===== config.mk =====
export PLATFORM = sky130hd
export DESIGN_NAME = inst_rom_arbiter
export DESIGN_NICKNAME = d
export VERILOG_FILES = /design/src/rtl/inst_rom_arbiter.sv
export SDC_FILE = /design/constraint.sdc
export NUM_CORES = 1
export LEC_CHECK = 0
export BUFFER_PORTS_ARGS = -buffer_cell sky130_fd_sc_hd__buf_2
export CELL_PAD_IN_SITES_DETAIL_PLACEMENT = 0
export CELL_PAD_IN_SITES_GLOBAL_PLACEMENT = 1
export CORE_ASPECT_RATIO = 0.6
export CORE_MARGIN = 4
export CORE_UTILIZATION = 28
export DETAILED_ROUTE_END_ITERATION = 8
export PLACE_DENSITY = 0.87
export SLEW_MARGIN = 20
export SYNTH_ARGS = -nofsm -noshare
export SYNTH_HDL_FRONTEND = slang
export SYNTH_SLANG_ARGS = --single-unit

===== constraint.sdc =====
create_clock -name clk -period 1.67 [get_ports clk]
set_input_delay 0.167 -clock clk [delete_from_list [all_inputs] [get_ports clk]]
set_output_delay 0.167 -clock clk [all_outputs]
set_load 0.02 [all_outputs]

===== src/rtl/inst_rom_arbiter.sv =====
// inst_rom_arbiter: shares the single-port instruction ROM between IF fetches and
// MEM-stage literal loads. Define INST_ROM_ALIGN_CHECK_EN to flag misaligned loads.
module inst_rom_arbiter #(
  parameter int ADDR_W     = 32,
  parameter int DATA_W     = 32,
  parameter int STARVE_MAX = 4
) (
  input  logic              clk,
  input  logic              rst,
  input  logic              if_req,
  input  logic [ADDR_W-1:0] if_addr,
  input  logic              if_taken,
  input  logic              if_flush,
  output logic              if_gnt,
  output logic              if_valid,
  output logic [DATA_W-1:0] if_inst,
  output logic              if_taken_o,
  input  logic              ls_req,
  input  logic [ADDR_W-1:0] ls_addr,
  output logic              ls_gnt,
  output logic              ls_valid,
  output logic [DATA_W-1:0] ls_data,
  output logic              ls_err,
  output logic              rom_ce,
  output logic [ADDR_W-1:0] rom_addr,
  output logic              rom_taken,
  input  logic [DATA_W-1:0] rom_inst,
  input  logic              rom_taken_in
);

  typedef enum logic [1:0] {
    IDLE    = 2'd0,
    RESP_IF = 2'd1,
    RESP_LS = 2'd2
  } state_e;

  localparam logic [2:0] STARVE_LIM = 3'(STARVE_MAX);

  state_e            state_q, state_d;
  logic [2:0]        starve_q, starve_d;
  logic [DATA_W-1:0] if_inst_q, if_inst_d;
  logic [DATA_W-1:0] ls_data_q, ls_data_d;
  logic              if_taken_q, if_taken_d;
  logic              ls_err_q, ls_err_d;
  logic              ls_win;
  logic              ls_misalign;

`ifdef INST_ROM_ALIGN_CHECK_EN
  assign ls_misalign = (ls_addr[1:0] != 2'b00);
`else
  assign ls_misalign = 1'b0;
`endif

  // Arbitration: loads win when IF is idle or IF has starved them long enough.
  always_comb begin
    ls_win = ls_req && (!if_req || (starve_q == STARVE_LIM));
    ls_gnt = rst && ls_win;
    if_gnt = rst && if_req && !ls_win;
  end

  assign rom_ce    = if_gnt | ls_gnt;
  assign rom_addr  = if_gnt ? if_addr : (ls_gnt ? ls_addr : {ADDR_W{1'b0}});
  assign rom_taken = if_gnt & if_taken;

  // Next response state, captured read data and starvation count.
  always_comb begin
    state_d    = IDLE;
    if_inst_d  = if_inst_q;
    if_taken_d = if_taken_q;
    ls_data_d  = ls_data_q;
    ls_err_d   = 1'b0;
    starve_d   = starve_q;
    if (ls_gnt) begin
      state_d   = RESP_LS;
      ls_data_d = ls_misalign ? {DATA_W{1'b0}} : rom_inst;
      ls_err_d  = ls_misalign;
    end else if (if_gnt && !if_flush) begin
      state_d    = RESP_IF;
      if_inst_d  = rom_inst;
      if_taken_d = rom_taken_in;
    end else begin
      state_d = IDLE;
    end
    if (ls_gnt || !ls_req) begin
      starve_d = 3'd0;
    end else if (if_gnt && (starve_q != STARVE_LIM)) begin
      starve_d = starve_q + 3'd1;
    end else begin
      starve_d = starve_q;
    end
  end

  // State and response registers; reset discards any pending response.
  always_ff @(posedge clk or negedge rst) begin
    if (!rst) begin
      state_q    <= IDLE;
      starve_q   <= 3'd0;
      if_inst_q  <= {DATA_W{1'b0}};
      if_taken_q <= 1'b0;
      ls_data_q  <= {DATA_W{1'b0}};
      ls_err_q   <= 1'b0;
    end else begin
      state_q    <= state_d;
      starve_q   <= starve_d;
      if_inst_q  <= if_inst_d;
      if_taken_q <= if_taken_d;
      ls_data_q  <= ls_data_d;
      ls_err_q   <= ls_err_d;
    end
  end

  assign if_valid   = (state_q == RESP_IF);
  assign ls_valid   = (state_q == RESP_LS);
  assign if_inst    = if_inst_q;
  assign if_taken_o = if_taken_q;
  assign ls_data    = ls_data_q;
  assign ls_err     = ls_err_q;

endmodule

Yosys cells after proc, flatten, opt, wreduce, memory -nomap -nowiden --
Cells that the tools add are included.
Operators by class: add/sub/neg operators 1, equal/unequal tests 4, multiplexer cells 6, bitwise logic cells 3, reductions and logical operators 14
Operators by type and width (number):
- two-way mux 32 bit | 2
- logical AND 1 bit | 6
- two-way mux 3 bit | 2
- zero test 1 bit | 4
- adder 3 x 1 -> 3 bit, second input constant | 1
- equality test 3 bit, second input constant | 1
- inequality test 3 bit, second input constant | 1
- equality test 2 x 1 -> 1 bit, second input constant | 1
- equality test 2 bit, second input constant | 1
- logical OR 1 bit | 2
- two-way mux 2 bit | 1
- AND reduction 2 bit | 1
- nonzero test 2 bit | 1
- bitwise AND 1 bit | 1
- two-way mux 1 bit | 1
- inverter 1 bit | 1
- bitwise OR 1 bit | 1
Word-level totals: flip-flop bits (word level) 70, output and inout port bits 104, word-level logic and storage cells 33

Depth between registers and ports, before layout --
depth in word-level cells 8, mapped depth 7

Least setup slack after synthesis --
No wires, ideal clock.
path type register to output, from register starve_q[0], to output rom_addr[22], arrival 1.648 ns, required time 1.503 ns, path slack -0.145 ns, stages on the path, launching flop included 8, path buffers 2, path through dfrtp_1 > inv_1 > ha_1 > a21boi_1 > nor2_1 > buf_4 > buf_2 > a22o_1
Between the ends: longest elaborated chain between the ends 6
Ends and longest elaborated chain:
- start, declared | RTL line 40 | logic [2:0] starve_q, starve_d;
- start signal, assigned | RTL line 104 | starve_q <= starve_d;
- equality test 3 bit | RTL line 56 | ls_win = ls_req && (!if_req || (starve_q == STARVE_LIM));
- logical OR 1 bit | RTL line 56
- logical AND 1 bit | RTL line 56
- logical AND 1 bit | RTL line 57 | ls_gnt = rst && ls_win;
- net ls_gnt | RTL line 20 | output logic ls_gnt,
- two-way mux 32 bit (2 in series) | RTL line 62 | assign rom_addr = if_gnt ? if_addr : (ls_gnt ? ls_addr : {ADDR_W{1'b0}});
- end, declared | RTL line 25 | output logic [ADDR_W-1:0] rom_addr,
The timed path passes the listed nets, and every way through them passes these cells.

Worst setup path in the final report --
from register starve_q[1], to output rom_ce
Between the ends: longest elaborated chain between the ends 6
Ends and longest elaborated chain:
- equality test 3 bit * | RTL line 56
- logical OR 1 bit * | RTL line 56
- logical AND 1 bit * | RTL line 56
- zero test 1 bit | RTL line 58 | if_gnt = rst && if_req && !ls_win;
- logical AND 1 bit | RTL line 58
- bitwise OR 1 bit * | RTL line 61 | assign rom_ce = if_gnt | ls_gnt;
- end, declared | RTL line 24 | output logic rom_ce,
Mark *: on every way between the ends. The rest lies on a longest branch, timed or not.

==> qor.yml <==
outcome:
  status: "finished, violations left"
  violations: "setup timing"
critical_path:
  end_kind: "primary output"
  slowest_delay_ns: 0.39
  cp_slowest_cell: "dfrtp_1"
  arrival_ns: 1.77
  required_ns: 1.50
  crit_path_max_fanout: 35
  path_cells: "inv_2 -> ha_4 -> buf_4 -> a31oi_4 -> buf_12 -> or2_2 -> buf_6"
  worstSetupStartpointType: "flop"
  criticalPathCategory: "flop to primary output"
grt:
  grt_overflow: 0
  antenna_found_initial: 0
  grt_pass1_vias: 2785
  grt_max_degree: 74
  grt_usage_pct: 15.0
  grt_pass1_wl_um: 14800
sta:
  fmax_ghz: 0.516
  finalMaxSlewViolations: 0
  worst_hold_slack_ns: 0.0739
  final.min_clock_period_ns: 1.94
  rsz0062_at_grt: "true"
  fin_crit_sh_pct: 116
  finClkSkew_ns: 0.0102
  setup_slack_ns: -0.269
  tightest_slew_ns: 0.905
  setup_viol: 74
  relSlewSlack_pct: 39.6
  hold_violations: 0
detailed_routing:
  vias: 2666
  ant_nets: 0
  wirelength_um: 10400
  drcViolationCount: 0
  drt_iter0_drc: 123
  vias_per_cell: 4.56
  wl_per_cell_um: 17.7
  drtPass1Iterations: 4
logic_synthesis:
  seq_area_frac_synth_pct: 57.4
  synth_seq_cells: 70
  syn_nets: 312
  synth_cell_types: 27
  syn_area_sq_mm: 0.00305
  synth.avg_cell_area_sq_um: 14.7
  synthCells: 207
  yosys_warnings: 0
worst_hold_path:
  hp-class: "primary input to flop"
floorplan:
  die_w_um: 143
  ioPinCount: 207
  num_rows: 29
  die_h_um: 88.8
  dieArea_sq_mm: 0.0127
  initial_utilization_pct: 28.8
  core-area_sq_mm: 0.0106
power:
  peakVddDrop_mv: 0.613
  p_sw_share_pct: 28.9
  p_switching_mw: 1.78
  power.leakage_nw: 2.76
  combPwrFrac_pct: 28.7
  p_clk_share_pct: 36.0
  internal-power_mw: 4.36
  p_seq_share_pct: 35.2
  power_density_mw_per_mm2: 1120
cts:
  clkLatencyLatePin_ns: 0.33
  cts_max_path_buffers: 2
  ctsHtreeMaxLevel: 3
  path_clk_slew_ns: 0.06
  cts_root_buffer: "clkbuf_16"
  cts_tree: "done"
  cts_inserted_buffers: 9
  cts_num_sinks: 70
finish:
  antennaDiodeCount: 0
  fillCellCount: 955
  area_growth_pct: 79.0
  drive_above_1_share_pct: 75.1
  fin_area_sq_mm: 0.00546
  nets: 546
  finalCoreUtilization_pct: 51.5
flow_run:
  drv_cap: 0
place:
  gp_congestion: 0.699
  dpl-instance-area_sq_mm: 0.00444
  portBuffers: 205
  hpwl_um: 7090
==> power by group through the flow <==
stage                     registers, mW  clock network (mW)  logic [mW]
after detailed placement           2.17                   0        1.51
after floorplan                    2.55                   0       0.479
final                              2.16                2.21        1.76
after global placement             2.15                   0        1.49
after global routing               2.21                2.37        1.88
after CTS                          2.16                2.27        1.66
==> worst max-delay path: cells and delay by family (launching register included) <==
kind                     cells  cell delay (ns)
buffers and inverters        4             0.49
flip-flops                   1             0.39
AND/OR/NAND/NOR              1             0.31
adder cells (fa/ha/maj)      1             0.15
AO/OA/AOI/OAI                1             0.07
==> registers in the layout (all words and copies together), names as in the netlist <==
name,flops
ls_data,32
starve_q,3
if_inst,32
if_taken_o,1
state_q,2
==> metrics by stage <==
step	worst slack (ns)	TNS, ns	std cells	power [mW]
global placement	-0.0333	-0.942	552	3.64
global route	-0.356	-20.93	585	6.45
detailed placement	-0.0619	-1.62	552	3.69
CTS	-0.287	-10.55	576	6.08
finish	-0.269	-14.99	585	6.14
floorplan	0.0243	0	207	3.03
==> cells in the mapped netlist (all sizes together) <==
cell | instances | area [sq um]
a21boi | 3 | 22.5
conb | 1 | 3.75
o31a | 1 | 8.76
nand2b | 2 | 12.5
nor2 | 1 | 3.75
nand3 | 2 | 10.0
ha | 2 | 25.0
buf | 12 | 86.3
nor2b | 2 | 12.5
dfrtp | 70 | 1750
inv | 2 | 7.51
nor3 | 1 | 5.00
a311oi | 1 | 26.3
clkbuf | 2 | 7.51
and2b | 1 | 7.51
a31oi | 1 | 12.5
a22o | 32 | 280
and2 | 1 | 6.26
nand2 | 3 | 13.8
mux2 | 65 | 732
nor3b | 1 | 7.51
or2 | 1 | 6.26
==> kinds of logic after synthesis <==
family	share of synthesized area, %
flip-flops	57.4
adder cells (fa/ha/maj)	0.821
AO/OA/AOI/OAI	11.5
other	0.123
AND/OR/NAND/NOR	2.79
multiplexers	24.0
buffers and inverters	3.32
==> per-layer routing <==
| metal | track usage (%) | part of all wire (%) | vias up |
|---|---|---|---|
| met2 | 23.4 | 50 | 88 |
| met4 | 3.11 | 0.62 | 0 |
| met5 | 0 | 0 | - |
| met1 | 20.2 | 43 | 1341 |
| met3 | 5.72 | 7.1 | 7 |
| li1 | - | - | 1230 |
==> cell usage in the layout (no fill, tap or decap), types with 2 or more instances in the layout <==
cell type	n
a21boi_0	2
a22o_1	23
a22o_4	9
buf_12	6
buf_2	169
buf_4	13
buf_6	41
buf_8	2
bufinv_16	3
clkbuf_16	13
clkinv_2	2
dfrtp_1	70
inv_2	2
mux2_2	21
mux2_4	44
nand2_1	2
nand2b_1	2
nand3_1	2
nor2b_1	2
==> final timing paths <==
path | slack [ns] | startpoint | endpoint | cells after the start
worst min-delay path | 0.07 | rom_taken_in | if_taken_o$_DFFE_PN0P_ | 2
worst max register to register | -0.23 | starve_q[1]$_DFFE_PN0P_ | if_inst[13]$_DFFE_PN0P_ | 8
max in group asynchronous | 0.96 | rst | if_inst[20]$_DFFE_PN0P_ | 2
worst max-delay path | -0.27 | starve_q[1]$_DFFE_PN0P_ | rom_ce | 7
worst min register to register | 0.50 | ls_data[31]$_DFFE_PN0P_ | ls_data[31]$_DFFE_PN0P_ | 1
min in group asynchronous | 0.13 | rst | ls_data[29]$_DFFE_PN0P_ | 2
==> final cells by class <==
class / instances / area (sq um) / area share (%)
clock buffer: 10 / 239 / 4.38
clock inverter: 6 / 109 / 1.99
inverter: 2 / 7.51 / 0.138
multi-input combinational: 121 / 1480 / 27.1
sequential: 70 / 1750 / 32.1
tap: 139 / 174 / 3.19
timing repair buffer: 237 / 1700 / 31.1
==> repair_timing <==
action / CTS / global route
resized for setup: 90 / 43
gates cloned: 2 / 5
endpoints found under the hold margin: 1 / 0
hold buffers: 1 / 0
setup endpoints to repair: 66 / 99
buffers inserted: 5 / 6
pin swaps: 3 / 4
Power figures use the tool's default switching activity.
